===== src/rtl/writeback_stage.sv =====
// writeback_stage -- final pipeline stage, directly downstream of the memory stage.
//
// Commits up to two register-file writes per instruction: the primary destination
// and the special destination (e.g. RDX of MUL/DIV). When the destination is memory,
// the stage first performs a store over a dedicated D-cache write port. The port
// sends an address beat, then a data beat, then waits for a completion.
// While the store is outstanding, wbStallOut holds the memory stage. The
// instruction retires once the store has completed.
//
// Ports:
//   clk, reset                   stage clock (shared with the D-cache bus), sync active-high reset
//   validIn                      instruction valid (opcodeValid AND isMemorySuccessful)
//   currentRipIn, opcodeIn       RIP and primary opcode of the instruction
//   destReg*In                   primary destination index / valid / value (value is also store data)
//   destRegSpecial*In            special destination index / valid / value
//   isMemoryAccessDestIn         destination is memory (store)
//   memoryAddressDestIn          store address
//   wbStallOut                   combinational hold back to the memory stage
//   rfWrEn/rfWrAddr/rfWrData     primary register-file write port
//   rfWr2En/rfWr2Addr/rfWr2Data  special register-file write port (applied last by the RF)
//   retireOut, retireRipOut      one-cycle commit pulse and its RIP
//   stReqCyc/stReq/stReqTag      store request valid / beat payload / tag {write, mem, opcode}
//   stReqAck                     beat accepted
//   stRespCyc, stRespAck         store completion and its one-cycle acknowledge
//
// Optional build macro WB_TRACE_EN: adds a retired-instruction counter and prints
// RETIRE / STORE trace lines. Ports and timing are the same with or without it.

module writeback_stage #(
  parameter int ADDR_W = 64,
  parameter int DATA_W = 64,
  parameter int REG_W  = 4,
  parameter int TAG_W  = 10
) (
  input  logic              clk,
  input  logic              reset,
  input  logic              validIn,
  input  logic [63:0]       currentRipIn,
  input  logic [7:0]        opcodeIn,
  input  logic [REG_W-1:0]  destRegIn,
  input  logic              destRegValidIn,
  input  logic [DATA_W-1:0] destRegValueIn,
  input  logic [REG_W-1:0]  destRegSpecialIn,
  input  logic              destRegSpecialValidIn,
  input  logic [DATA_W-1:0] destRegSpecialValueIn,
  input  logic              isMemoryAccessDestIn,
  input  logic [ADDR_W-1:0] memoryAddressDestIn,
  output logic              wbStallOut,
  output logic              rfWrEn,
  output logic [REG_W-1:0]  rfWrAddr,
  output logic [DATA_W-1:0] rfWrData,
  output logic              rfWr2En,
  output logic [REG_W-1:0]  rfWr2Addr,
  output logic [DATA_W-1:0] rfWr2Data,
  output logic              retireOut,
  output logic [63:0]       retireRipOut,
  output logic              stReqCyc,
  output logic [63:0]       stReq,
  output logic [TAG_W-1:0]  stReqTag,
  input  logic              stReqAck,
  input  logic              stRespCyc,
  output logic              stRespAck
);

  typedef enum logic [1:0] {IDLE, ST_ADDR, ST_DATA, ST_RESP} state_t;

  state_t            state, state_next;
  logic              store_done;
  logic              store_start;
  logic              accept;

  logic              st_req_cyc_d;
  logic [63:0]       st_req_d;
  logic [TAG_W-1:0]  st_req_tag_d;
  logic              st_resp_ack_d;

  // A store that has not completed yet keeps the instruction parked here.
  assign store_start = validIn && isMemoryAccessDestIn && !store_done;
  assign wbStallOut  = (state != IDLE) || store_start;
  assign accept      = validIn && !wbStallOut;

  // State register, together with the registered store-bus outputs.
  always_ff @(posedge clk) begin
    // NOTE: sequential state uses non-blocking assignments so every register
    // samples pre-edge values regardless of statement order.
    if (reset) begin
      state     <= IDLE;
      stReqCyc  <= 1'b0;
      stReq     <= '0;
      stReqTag  <= '0;
      stRespAck <= 1'b0;
    end else begin
      state     <= state_next;
      stReqCyc  <= st_req_cyc_d;
      stReq     <= st_req_d;
      stReqTag  <= st_req_tag_d;
      stRespAck <= st_resp_ack_d;
    end
  end

  // Next-state logic. Acks outside the states that wait for them are ignored,
  // and a completion coinciding with the data-beat ack is not sampled.
  always_comb begin
    // NOTE: default first so every path assigns state_next and no latch is inferred.
    state_next = state;
    unique case (state)
      IDLE:    if (store_start) state_next = ST_ADDR;
      ST_ADDR: if (stReqAck)    state_next = ST_DATA;
      ST_DATA: if (stReqAck)    state_next = ST_RESP;
      ST_RESP: if (stRespCyc)   state_next = IDLE;
      default:                  state_next = IDLE;
    endcase
  end

  // Output logic: next values of the store-bus registers.
  always_comb begin
    st_req_cyc_d  = stReqCyc;
    st_req_d      = stReq;
    st_req_tag_d  = stReqTag;
    st_resp_ack_d = 1'b0;
    unique case (state)
      IDLE: if (store_start) begin
        st_req_cyc_d = 1'b1;
        st_req_d     = memoryAddressDestIn;
        st_req_tag_d = {1'b1, 1'b1, opcodeIn};
      end
      ST_ADDR: if (stReqAck) st_req_d = destRegValueIn;
      ST_DATA: if (stReqAck) st_req_cyc_d = 1'b0;
      ST_RESP: if (stRespCyc) st_resp_ack_d = 1'b1;
      default: st_req_cyc_d = 1'b0;
    endcase
  end

  // Commit path: register-file writes and the retire pulse are valid for the
  // single cycle after an accept. A memory destination suppresses the primary write.
  always_ff @(posedge clk) begin
    if (reset) begin
      rfWrEn       <= 1'b0;
      rfWrAddr     <= '0;
      rfWrData     <= '0;
      rfWr2En      <= 1'b0;
      rfWr2Addr    <= '0;
      rfWr2Data    <= '0;
      retireOut    <= 1'b0;
      retireRipOut <= '0;
      store_done   <= 1'b0;
    end else begin
      rfWrEn    <= accept && destRegValidIn && !isMemoryAccessDestIn;
      rfWr2En   <= accept && destRegSpecialValidIn;
      retireOut <= accept;
      if (accept) begin
        rfWrAddr     <= destRegIn;
        rfWrData     <= destRegValueIn;
        rfWr2Addr    <= destRegSpecialIn;
        rfWr2Data    <= destRegSpecialValueIn;
        retireRipOut <= currentRipIn;
        store_done   <= 1'b0;
      end else if (state == ST_RESP && stRespCyc) begin
        // Completed store stays marked until the instruction is accepted,
        // even if validIn dropped meanwhile.
        store_done <= 1'b1;
      end
    end
  end

`ifdef WB_TRACE_EN
  logic [63:0]       retired_count;
  logic [7:0]        trace_op;
  logic [ADDR_W-1:0] trace_addr;

  always_ff @(posedge clk) begin
    if (reset) begin
      retired_count <= '0;
      trace_op      <= '0;
      trace_addr    <= '0;
    end else begin
      if (accept) trace_op <= opcodeIn;
      if (state == IDLE && store_start) trace_addr <= memoryAddressDestIn;
      if (retireOut) begin
        retired_count <= retired_count + 64'd1;
        $display("RETIRE n=%d rip=%x op=%x", retired_count + 64'd1, retireRipOut, trace_op);
      end
      if (state == ST_DATA && stReqAck)
        $display("STORE addr=%x data=%x", trace_addr, stReq);
    end
  end
`endif

endmodule


===== config.mk =====
export PLATFORM = sky130hd
export DESIGN_NAME = writeback_stage
export DESIGN_NICKNAME = d
export VERILOG_FILES = /design/src/rtl/writeback_stage.sv
export SDC_FILE = /design/constraint.sdc
export NUM_CORES = 1
export LEC_CHECK = 0
export ABC_AREA = 1
export CAP_MARGIN = 25
export CORE_AREA = 2 2 218 220
export DETAILED_ROUTE_END_ITERATION = 10
export DIE_AREA = 0 0 220 222
export MAX_ROUTING_LAYER = met4
export PLACE_DENSITY = 0.64
export SETUP_SLACK_MARGIN = 0.1
export SYNTH_ARGS = -nofsm -noshare
export SYNTH_HDL_FRONTEND = slang
export SYNTH_SLANG_ARGS = --single-unit

===== constraint.sdc =====
create_clock -name clk -period 2.9 [get_ports clk]
set_input_delay 0.435 -clock clk [delete_from_list [all_inputs] [get_ports clk]]
set_output_delay 0.435 -clock clk [all_outputs]
set_load 0.02 [all_outputs]

==> Yosys cells after proc, flatten, opt, wreduce, memory -nomap -nowiden <==
Index checks and enable logic that the tools add are counted.
W data, S select, Z words.
{ "totals": {"register_bits": 281, "latch_bits": 0, "ram_bits": 0, "romBits": 0, "input_bits": 280, "output_inout_bits": 280, "wordCells": 55, "memories": 0} }
{ "classes": {"addsub": 0, "n_mul": 0, "div": 0, "magnitude_cmp": 0, "n_eq_ne": 7, "shift": 0, "mux": 12, "n_bitwise": 1, "reduce_logical": 21} }
{ "op_table": {"columns": ["cell", "count"], "rows": [
  ["$mux W64", 2],
  ["$pmux W64 S2", 1],
  ["$mux W2", 4],
  ["$ne A2 B2 Y1 const B", 4],
  ["$pmux W2 S4", 1],
  ["$logic_and A1 B1 Y1", 7],
  ["$reduce_and A3 Y1", 2],
  ["$reduce_bool A2 Y1", 3],
  ["$eq A2 B2 Y1 const B", 2],
  ["$reduce_and A4 Y1", 1],
  ["$reduce_or A2 Y1", 2],
  ["$logic_not A1 Y1", 3],
  ["$mux W1", 3],
  ["$eq A2 B1 Y1 const B", 1],
  ["$logic_not A2 Y1", 1],
  ["$pmux W1 S2", 1],
  ["$reduce_and A2 Y1", 1],
  ["$logic_or A1 B1 Y1", 1],
  ["$not A1 Y1", 1]
]} }

==> Logic depth before layout (Yosys ltp) <==
Gate-level depths: netlist of the first run.
{ "logic_depth": {"word_depth": 7, "depth_mapped": 9, "depth_no_buf": 9} }

==> Worst setup path after synthesis of the first run <==
Ideal clock, no wire load.
{ "synth_path": {"path_type": "reg-to-output", "start": "register state[0]", "end": "output port wbStallOut", "arrival_time_ps": 1181, "setup_slack_ps": 1284, "path_stages_with_launch": 6, "cell_sequence": "dfxtp_1 > inv_1 > ha_1 > nand2_1 > buf_2 > buf_4"} }
{ "synth_via": {"elab_chain_cells": 2} }
{ "synth_rtl": {"columns": ["element", "line", "source"], "rows": [
  ["start: declaration", "67", "state_t state, state_next;"],
  ["start signal: assignment", "93", "state <= state_next;"],
  ["$reduce_bool A2 Y1", "79", "assign wbStallOut = (state != IDLE) || store_start;"],
  ["$logic_or A1 B1 Y1", "79", null],
  ["end: declaration", "48", "output logic wbStallOut,"]
]} }
No other way between the ends.

==> Final worst setup path of the first run <==
Ends and elaborated chain as after synthesis.

==> out/qor.txt, run 1 <==
HPWL after DPL - 30270 um
Hold_sp - destRegSpecialValueIn[31]
Net Count, Synth - 1741
Buf+Inv Stages, Crit Path - 2
Clock power frac - 27.7%
Die extent in y - 222 um
Number of setup buffers added after CTS - 0
Area leader, netlist - dfxtp_1
Starting Density - 23.63%
Normalized max-slew margin - 44.75%
Critical path required time - 2470 ps
Clock sinks - 281
CP Capture Type - primary output
Critical Path, Cell by Cell - inv_1 -> ha_1 -> nand2_4 -> clkdlybuf4s50_1
Max Buffers Root-to-Sink - 3
Synthesized flop and latch total - 281
Arr. time, crit path - 2190 ps
# hold bufs at CTS - 0
Combinational Power Share - 40.1%
Yosys top cell area share - 51.47%
Cell area after synthesis - 10930 um2
Max Slew Vio Count - 0
R2r startpoint - state[1]$_SDFFE_PP0P_
R2r worst-path depth - 8
Drt wl/cell - 16.55 um
Post-synthesis compound-gate area fraction - 7.921%
I/O Buffers - 559
Status - finished clean
Synth Area in XOR/XNOR - 0%
Vias per inst - 4.493
CTS Root Cell - clkbuf_16
Fmax - 0.3807 GHz
DRT iter0 DRCs - 748
Routed vias - 11660
Setup TNS - 0 ps
Area contributors post-synth - dfxtp_1 (51%), nand2_1 (19%), nand3_1 (12%)
Max-Cap Viols - 0
Worst hold stages - 3
Critical setup path kind - reg2out
DIE WIDTH - 220 um
Worst-Margin Slew - 828.7 ps
Area after DPL - 17080 um2
Leak Pwr - 7.788 nW
H-tree depth - 2
Hold Fails Final Rpt - 0
P_sw - 5.742 mW
Total wire length - 42920 um
Number of global-route vias before repair - 11150
Final setup skew - 16.46 ps
Sw frac - 36.51%
Synth-to-Final Area Change - 66.70%
Adder-cell area share of the yosys netlist - 0.4579%
Netlist cell types - 19
CP peak stage delay - 670 ps
CTS buffer count - 34
Core area - 46260 um2
Total gr overflow - 0
Worst VDD drop - 0.4802 mV
Setup violations, final - 0
Sequential Power Share - 32.2%
Largest net degree at the start of global routing - 133
Worst hold path type - in2reg
Reg2reg setup slack - 880 ps
Cts repair resizes - 0
RePlAce Congestion - 0.8787
Largest family of logic cells by synthesized area - simple AND/OR/NAND/NOR gates
Post-route minimum period - 2626 ps
Simple-gate share of the synthesized area - 34.08%
Layout net count - 2247
Max FO, Critical Path - 5
Share of layout cells above drive strength 1 - 4.332%
PwrDens - 863.2 nW/um2
Delay-heaviest family, CP - buffers and inverters
I/O pin cnt - 560
Cells after synthesis - 1457
WHS Endpoint - rfWr2Data[31]$_SDFFE_PP0P_
Final Util - 39.39%
Critical path's slowest cell - clkdlybuf4s50_1
Most frequent cells in the layout - clkdlybuf4s50_1 (559), nand2_1 (541), dfxtp_1 (281), nand3_1 (267), nor2_1 (86)
Most common cell after layout, fill and taps aside - clkdlybuf4s50_1
Skew-Pair Late Insertion Delay - 530 ps
Final clock period utilization by the worst path - 90.57%
Final Instance Area - 18220 um2
Multiplexer share of the synthesized area - 0%
GRT Util Overall - 17.24%
P_int - 9.986 mW
Syn. warnings - 0
Startpoint types - flop
DIE AREA - 48840 um2
Syn_area_per_cell - 7.502 um2
Initial antenna violation count - 2
Seq/Total Area, Yosys - 51.47%
Worst-path clk slew - 60 ps
1st-pass router iterations - 5
Reg-to-reg endpoint - stReq[7]$_SDFFE_PP0P_
First-pass GRT wire length - 64110 um
RSZ-0062 raised after global routing - no
DRC Markers - 0
Post-DRT Antenna Nets - 0
FP Rows - 79
CTS tree - yes
[tightest hold or removal path, delay by kind of cell]
| kind | cells | cell delay [ps] |
|---|---|---|
| buffers and inverters | 1 | 390 |
| AND/OR/NAND/NOR | 2 | 100 |
[registers in the layout, indices dropped and copies added, names as in the netlist, 2 cells and up]
signal / cells
rfWrAddr: 4
rfWr2Data: 64
retireRipOut: 64
rfWr2Addr: 4
rfWrData: 64
stReq: 64
stReqTag: 9
state: 2
[per-layer routing]
metal  vias to the layer above  global-route usage (%)  wire, um
met4                         0                   7.209      1489
li1                       5723                       -         -
met5                         -                       -         0
met3                        93                   3.429      2771
met1                      5421                   20.85     17860
met2                       418                   27.84     20800
[worst max-delay path by stage]
stage,end,start,slack (ps),cells after the start
after floorplan,wbStallOut,state[0]$_SDFFE_PP0P_,1280,5
after global placement,wbStallOut,validIn,370,4
after detailed placement,wbStallOut,validIn,360,4
after CTS,wbStallOut,state[0]$_SDFFE_PP0P_,190,4
after global routing,wbStallOut,state[0]$_SDFFE_PP0P_,160,4
final,wbStallOut,state[0]$_SDFFE_PP0P_,270,4
[final cells by class]
class / instances / area (um2)
Timing Repair Buffer: 587 / 5956
Inverter: 15 / 63.81
Sequential cell: 281 / 5625
Fill cell: 4760 / 28040
Antenna cell: 2 / 5.005
Tap cell: 607 / 759.5
Clock buffer: 51 / 1049
Multi-Input combinational cell: 1044 / 4676
Clock inverter: 7 / 87.58
[per-stage QoR]
step	std cells	worst slack [ps]	power (mW)	hold slack, ps
after global routing	2594	158.3	16.61	420.3
after floorplan	1457	1284	8.639	426.2
after CTS	2592	189.5	15.92	402.4
after global placement	2534	374.7	11.38	453.4
final	2594	273.5	15.73	451.6
after detailed placement	2534	360.2	11.47	455.6
[power groups by stage]
stage	Sequential (mW)	Clock (mW)	Combinational, mW
final	5.07	4.36	6.30
after global routing	5.16	4.64	6.82
after CTS	5.07	4.50	6.35
after detailed placement	5.14	0	6.33
after global placement	5.11	0	6.28
after floorplan	6.04	0	2.59
[kinds of logic after synthesis]
group	after synthesis
simple gates	900
buf+inv	132
fa+ha+maj	4
compound gates	140
flops	281
[cells in the mapped netlist, drive strengths merged]
library cell / count
nand2: 542
dfxtp: 281
nand3: 268
buf: 88
nor2: 87
a21oi: 66
a21boi: 64
clkbuf: 29
inv: 15
o21ai: 8
ha: 4
nand4: 2
o21a: 2
nor3b: 1
(Power assumes the default switching activity.)
==> run 2, diff against run 1 <==
--- a/config.mk
+++ b/config.mk
@@ -6,6 +6,7 @@
 export NUM_CORES = 1
 export LEC_CHECK = 0
 export ABC_AREA = 1
+export ABC_CLOCK_PERIOD_IN_PS = 2900
 export CAP_MARGIN = 25
 export CORE_AREA = 2 2 218 220
 export DETAILED_ROUTE_END_ITERATION = 10
@@ -13,6 +14,7 @@
 export MAX_ROUTING_LAYER = met4
 export PLACE_DENSITY = 0.64
 export SETUP_SLACK_MARGIN = 0.1
+export SLEW_MARGIN = 20
 export SYNTH_ARGS = -nofsm -noshare
 export SYNTH_HDL_FRONTEND = slang
 export SYNTH_SLANG_ARGS = --single-unit
==> results of run 2 <==
Final layout, timing and power as in run 1 (identical DEF).
==> run 3, diff against run 2 <==
--- a/config.mk
+++ b/config.mk
@@ -7,7 +7,7 @@
 export LEC_CHECK = 0
 export ABC_AREA = 1
 export ABC_CLOCK_PERIOD_IN_PS = 2900
-export CAP_MARGIN = 25
+export CAP_MARGIN = 10
 export CORE_AREA = 2 2 218 220
 export DETAILED_ROUTE_END_ITERATION = 10
 export DIE_AREA = 0 0 220 222
==> results of run 3 <==
Final layout, timing and power as in run 1 (identical DEF).
